===== config.mk =====
export PLATFORM = sky130hd
export DESIGN_NAME = lfsr_code_gen
export DESIGN_NICKNAME = d
export VERILOG_FILES = /design/src/rtl/lfsr_code_gen.sv
export SDC_FILE = /design/constraint.sdc
export NUM_CORES = 1
export LEC_CHECK = 0
export BUFFER_PORTS_ARGS = -buffer_cell sky130_fd_sc_hd__buf_2
export CAP_MARGIN = 20
export CORE_ASPECT_RATIO = 1.5
export CORE_MARGIN = 2
export CORE_UTILIZATION = 55
export CTS_CLUSTER_DIAMETER = 100
export DETAILED_ROUTE_END_ITERATION = 6
export PLACE_DENSITY = 0.8
export SLEW_MARGIN = 20
export SYNTH_ARGS = -nofsm -noshare
export SYNTH_HDL_FRONTEND = slang
export SYNTH_SLANG_ARGS = --single-unit
export TNS_END_PERCENT = 1

===== constraint.sdc =====
create_clock -name clk -period 2.7 [get_ports clk]
set_clock_uncertainty 0.2 [all_clocks]
set_input_delay 0 -clock clk [delete_from_list [all_inputs] [get_ports clk]]
set_output_delay 0 -clock clk [all_outputs]
set_load 0.05 [all_outputs]

===== src/rtl/lfsr_code_gen.sv =====
// Fibonacci-LFSR code word generator: STEPS shifts per requested word, NUM_CODES symbols of CODE_W bits.
// Optional macro LFSR_CODE_GEN_DISTINCT_EN rejects candidate words that contain repeated symbols.
module lfsr_code_gen #(
  parameter int unsigned CODE_W    = 3,
  parameter int unsigned NUM_CODES = 4,
  parameter logic [CODE_W*NUM_CODES-1:0] TAPS = 12'hE08,
  parameter logic [CODE_W*NUM_CODES-1:0] SEED = 12'h13D,
  parameter int unsigned STEPS     = CODE_W*NUM_CODES
) (
  input  logic                          clk,
  input  logic                          rst,
  input  logic                          seed_load,
  input  logic [CODE_W*NUM_CODES-1:0]   seed_in,
  input  logic                          req,
  output logic                          ready,
  output logic                          valid,
  output logic [NUM_CODES*CODE_W-1:0]   codes
);

  localparam int unsigned LFSR_W = CODE_W * NUM_CODES;
  localparam int unsigned CNT_W  = $clog2(STEPS + 1);

  generate
    if (STEPS < 1 || STEPS > 255) begin : g_bad_steps
      $error("lfsr_code_gen: STEPS must be in 1..255");
    end
    if (LFSR_W < 2) begin : g_bad_width
      $error("lfsr_code_gen: LFSR width must be at least 2");
    end
    if (SEED == '0) begin : g_bad_seed
      $error("lfsr_code_gen: SEED must be nonzero");
    end
`ifdef LFSR_CODE_GEN_DISTINCT_EN
    if (NUM_CODES > (1 << CODE_W)) begin : g_bad_distinct
      $error("lfsr_code_gen: NUM_CODES exceeds 2**CODE_W, distinct symbols impossible");
    end
`endif
  endgenerate

  typedef enum logic {
    IDLE  = 1'b0,
    SHIFT = 1'b1
  } state_t;

  state_t             state, state_n;
  logic [LFSR_W-1:0]  lfsr, lfsr_n;
  logic [CNT_W-1:0]   cnt, cnt_n;
  logic [LFSR_W-1:0]  codes_n;
  logic               valid_n;
  logic               fb;
  logic [LFSR_W-1:0]  shifted;
  logic               last_step;
  logic               accept;

`ifdef LFSR_CODE_GEN_DISTINCT_EN
  function automatic logic all_distinct(input logic [LFSR_W-1:0] w);
    logic ok;
    ok = 1'b1;
    for (int unsigned i = 0; i < NUM_CODES; i++) begin
      for (int unsigned j = i + 1; j < NUM_CODES; j++) begin
        if (w[i*CODE_W +: CODE_W] == w[j*CODE_W +: CODE_W]) ok = 1'b0;
      end
    end
    return ok;
  endfunction
`endif

  // An all-zero state can never leave itself, so it is replaced by SEED at the shift edge.
  always_comb begin
    fb      = ^(lfsr & TAPS);
    shifted = (lfsr == '0) ? SEED : {lfsr[LFSR_W-2:0], fb};
  end

  assign last_step = (cnt == CNT_W'(STEPS - 1));

`ifdef LFSR_CODE_GEN_DISTINCT_EN
  assign accept = all_distinct(shifted);
`else
  assign accept = 1'b1;
`endif

  always_comb begin
    state_n = state;
    lfsr_n  = lfsr;
    cnt_n   = cnt;
    codes_n = codes;
    valid_n = 1'b0;
    if (seed_load) begin
      lfsr_n  = (seed_in == '0) ? SEED : seed_in;
      state_n = IDLE;
      cnt_n   = '0;
    end else begin
      case (state)
        IDLE: begin
          if (req) begin
            state_n = SHIFT;
            cnt_n   = '0;
          end
        end
        SHIFT: begin
          lfsr_n = shifted;
          if (last_step) begin
            // A rejected candidate simply restarts the block count and keeps shifting.
            cnt_n = '0;
            if (accept) begin
              codes_n = shifted;
              valid_n = 1'b1;
              state_n = IDLE;
            end
          end else begin
            cnt_n = cnt + 1'b1;
          end
        end
        default: state_n = IDLE;
      endcase
    end
  end

  always_ff @(posedge clk) begin
    if (rst) begin
      state <= IDLE;
      lfsr  <= SEED;
      cnt   <= '0;
      codes <= '0;
      valid <= 1'b0;
    end else begin
      state <= state_n;
      lfsr  <= lfsr_n;
      cnt   <= cnt_n;
      codes <= codes_n;
      valid <= valid_n;
    end
  end

  assign ready = (state == IDLE);

endmodule


* After elaboration in Yosys (flattened, before gate mapping)
Index checks and enable logic that the tools add are counted.
** Operators by class
- Reduce and logical (&&, ||, !) cells :: 7
- Multiplexer cells :: 11
- $add $sub $neg :: 1
- Bitwise gates (word level) :: 2
- Equality and inequality tests :: 2
** Operator list (number)
- 12-bit two-way mux :: 4
- 12-bit zero test :: 2
- 12-bit XOR reduction :: 1
- 4-bit two-way mux :: 2
- 4-bit one-hot mux with 2 select lines :: 1
- 4-bit by 1-bit adder with 4-bit output, second input constant :: 1
- 4-bit == test, second input constant :: 1
- 1-bit two-way mux :: 3
- 3-bit AND reduction :: 1
- 3-bit OR reduction :: 1
- 2-bit != test, second input constant :: 1
- 1-bit NOT :: 2
- 1-bit one-hot mux with 2 select lines :: 1
- 2-bit nonzero test :: 1
- 2-bit OR reduction :: 1
** Word-level totals
- Output and inout port bits :: 14
- Bits of input ports :: 16
- Logic and storage cells :: 28
- Register bits after elaboration :: 30

* Longest topological paths before layout
- Word-level depth :: 4
- Depth in mapped cells :: 7

* Least setup slack after synthesis
No wires, ideal clock.
- Kind :: reg2reg
- Start point :: register lfsr[10]
- End point :: register codes[4]
- Buffers on the path :: 1
- Cell stages (with the launch flop) :: 8
- Required time :: 2.422 ns
- Setup time :: 0.078 ns
- Clock period less this slack :: 1.757 ns
- Arrival :: 1.479 ns
- Path slack :: 0.943 ns
- Cell sequence :: dfxtp_1 inv_1 ha_1 or4b_1 nor3_2 buf_6 nor3_1 nor3_1
** On the way
- Cells in the longest elaborated chain, start to end :: 2
** Ends and longest elaborated chain
- start, declared :: RTL line 46 : logic [LFSR_W-1:0] lfsr, lfsr_n;
- start signal, assigned :: RTL line 128 : lfsr <= lfsr_n;
- 12-bit zero test :: RTL line 71 : shifted = (lfsr == '0) ? SEED : {lfsr[LFSR_W-2:0], fb};
- 12-bit two-way mux :: RTL line 71
- end signal, assigned :: RTL line 130 : codes <= codes_n;
- end, declared :: RTL line 17 : output logic [NUM_CODES*CODE_W-1:0] codes
Every way passes these cells.
A chain may end at the register's enable or synchronous reset.

* Worst setup path in the final report
- Start point :: register state
- End point :: register lfsr[10]
** On the way
- Cells in the longest elaborated chain, start to end :: 1
** Ends and longest elaborated chain
- start, declared :: RTL line 45 : state_t state, state_n;
- start signal, assigned :: RTL line 127 : state <= state_n;
- 2-bit nonzero test (no line)
Every way passes these cells.

==> out/summary.txt <==
status = finished, final reports clean
Mapped Area = 0.001399 mm^2
DRC viols = 0
1st-iter DRT viols = 62
Worst VDD drop = 0.4008 mV
H-tree levels = 2
worst skew pair latency = 340 ps
arrival time at the worst endpoint = 2530 ps
Int Power = 0.6488 mW
hpwl dp = 2252 um
full die area = 0.002971 mm^2
nets = 235
combinational power share = 0.143
Detailed Route WL = 3646 um
clk slew on worst S/H paths = 100 ps
commonest non-fill, non-tap cell in the layout = dfxtp_1
Design Area, Final = 0.001810 mm^2
Seq pwr share = 0.537
hold violation count in the final report = 0
Final TNS setup = 0 ps
port buffer count = 29
commonest cells after routing, fill and taps aside = 30 x dfxtp_1, 29 x buf_2, 24 x dlygate4sd3_1
Setup-failing EPs final = 0
Pwr per Cell Area = 486.6 mW/mm^2
max frequency = 400.0 MHz
core area = 0.002422 mm^2
Initial Util = 0.5775
Switching Fraction = 0.2635
vias per inst = 5.698
Avg Inst Size Synth = 8.376 um^2
Yosys warnings = 0
worst hold path class = input pin to register
Netlist cell types = 35
final global-route overflow total = 0
slew margin rel. = 0.5875
Multi-input gate area = 704.4 um^2
Layout area overhead = 29.43%
ANT cells = 0
startpoint types = register
Max Cap Viol = 0
fin. max-slew vios = 0
LEAKAGE = 0.7488 nW
CP Capture Type = register
worst hold margin = 15.01 ps
IO Pins = 30
CTS buffer count = 5
antenna violations before repair = 0
TritonRoute pass-1 iters = 4
GRT Total Usage = 0.2706
Die Ht = 65.77 um
via count = 1,379
fillers = 202
register area share after synthesis = 0.4293
first-pass GRT wire length = 5782 um
fin crit share = 0.9260
pre-CTS setup slack = 575.4 ps
largest net degree at the start of global routing = 27
FF/Latch Area = 600.6 um^2
clock power share = 0.320
chip width = 45.18 um
sinks on the clock net = 30
RD Place Congestion = 0.8007
critical path required time = 2730 ps
RSZ-0062 raised after global routing = false
Max FO, Critical Path = 18
CTS Buffer Depth = 2
Switching Power = 0.2321 mW
final antenna-violating net count = 0
placed cell areas = 0.001496 mm^2
share of cells above drive strength 1 = 0.1972
Worst Slack Setup Final = 199.9 ps
DR WL/cell = 15.07 um
CTS tree = built
# rows = 22
vias in the first global route = 1,308
post-route minimum period = 2500 ps
Post-Synthesis Net Count = 185
Post-Syn Instances = 167
Yosys reg bits = 30
Worst Path Class, Setup = register to register
root buffer cell = clkbuf_4
worst-margin pin slew = 610.7 ps
fin util = 0.7474
-- path summary, 6_finish.rpt --
| check | startpoint | to | slack [ps] | cells after the start |
|---|---|---|---|---|
| max | state | lfsr[10] | 200 | 7 |
| min | seed_load | lfsr[2] | 20 | 3 |
| max reg2reg | state | lfsr[10] | 200 | 7 |
| min reg2reg | codes[1] | codes[1] | 250 | 2 |
-- power by group through the flow --
stage | Clock [mW] | Sequential, mW | Combinational [mW]
4_1_cts | 0.280 | 0.472 | 0.120
3_5_place_dp | 0 | 0.482 | 0.0893
5_1_grt | 0.300 | 0.475 | 0.136
3_3_place_gp | 0 | 0.481 | 0.0856
2_1_floorplan | 0 | 0.476 | 0.0666
6_report | 0.282 | 0.473 | 0.126
-- cell usage after synthesis --
master,instances,area (um^2)
clkbuf_1,6,22.52
ha_1,2,25.02
o21ai_1,2,10.01
nand3_1,6,30.03
and2_1,2,12.51
and3b_1,1,8.760
or4_1,1,7.510
xnor3_1,1,22.52
nor4b_1,1,8.760
nor3_1,14,70.07
xnor2_1,1,8.760
mux2i_1,4,40.04
a41oi_1,1,8.760
buf_6,1,11.26
nor4_1,2,12.51
nor3b_1,7,52.55
nor3_2,3,30.03
or4b_1,1,10.01
or3_2,1,7.510
nand2_1,15,56.30
clkbuf_8,3,41.29
o21bai_1,1,7.510
o21ai_0,3,15.01
nand3b_1,1,7.510
nor2_1,20,75.07
and3_1,1,6.260
a21oi_1,22,110.1
or3_1,1,6.260
a211oi_1,3,22.52
nor2b_1,2,12.51
o31ai_1,1,7.510
inv_1,4,15.01
buf_2,2,10.01
or2_2,1,6.260
dfxtp_1,30,600.6
-- cell type report --
class / count / area share
flip-flops and latches: 30 / 0.3317
well taps: 24 / 0.01659
clock buffers: 7 / 0.03041
multi-input cells: 121 / 0.3891
inverters: 4 / 0.008293
clock inverters: 1 / 0.002764
repair buffers: 55 / 0.2211
-- worst max-delay path, cell delays in order (launching register included) --
cell and delay [ps]:
dfxtp_1 340, buf_4 250, mux2i_1 230, nor2_1 60, a21oi_1 120, dlygate4sd3_1 580
nor2_1 50, dlygate4sd3_1 580
-- flip-flops by register name (all words and copies together), names as in the netlist --
register and cells:
cnt 4, lfsr 12, state 1, codes 12
valid 1
-- through the flow --
stage               total power [mW]  cells
CTS                           0.8718    241
global route                  0.9109    242
finish                        0.8809    242
detailed placement            0.5712    209
global placement              0.5670    209
floorplan                     0.5424    167
-- routing by layer --
layer	routed length (um)	part of all wire	GRT usage	vias to the layer above
met2	1986	0.54	0.4893	53
met3	178	0.049	0.05769	7
met4	57	0.016	0.08824	0
met1	1424	0.39	0.2995	641
li1	-	-	-	678
met5	0	0	0	-
-- logic make-up after synthesis --
| logic type | count (synthesis) | synth area share |
|---|---|---|
| xor+xnor | 2 | 0.02236 |
| compound gates | 33 | 0.1297 |
| simple gates | 80 | 0.3005 |
| mux | 4 | 0.02862 |
| buf+inv | 16 | 0.07155 |
| flops | 30 | 0.4293 |
| fa+ha+maj | 2 | 0.01789 |
-- what timing repair did --
item                                    CTS  global route
endpoints found under the setup margin    0             1
setup buffers                             0             1
hold endpoints to repair                 29             0
gates resized for setup                   0             1
hold buffers                             24             0
Note: power is estimated with default switching activity, not from simulation.
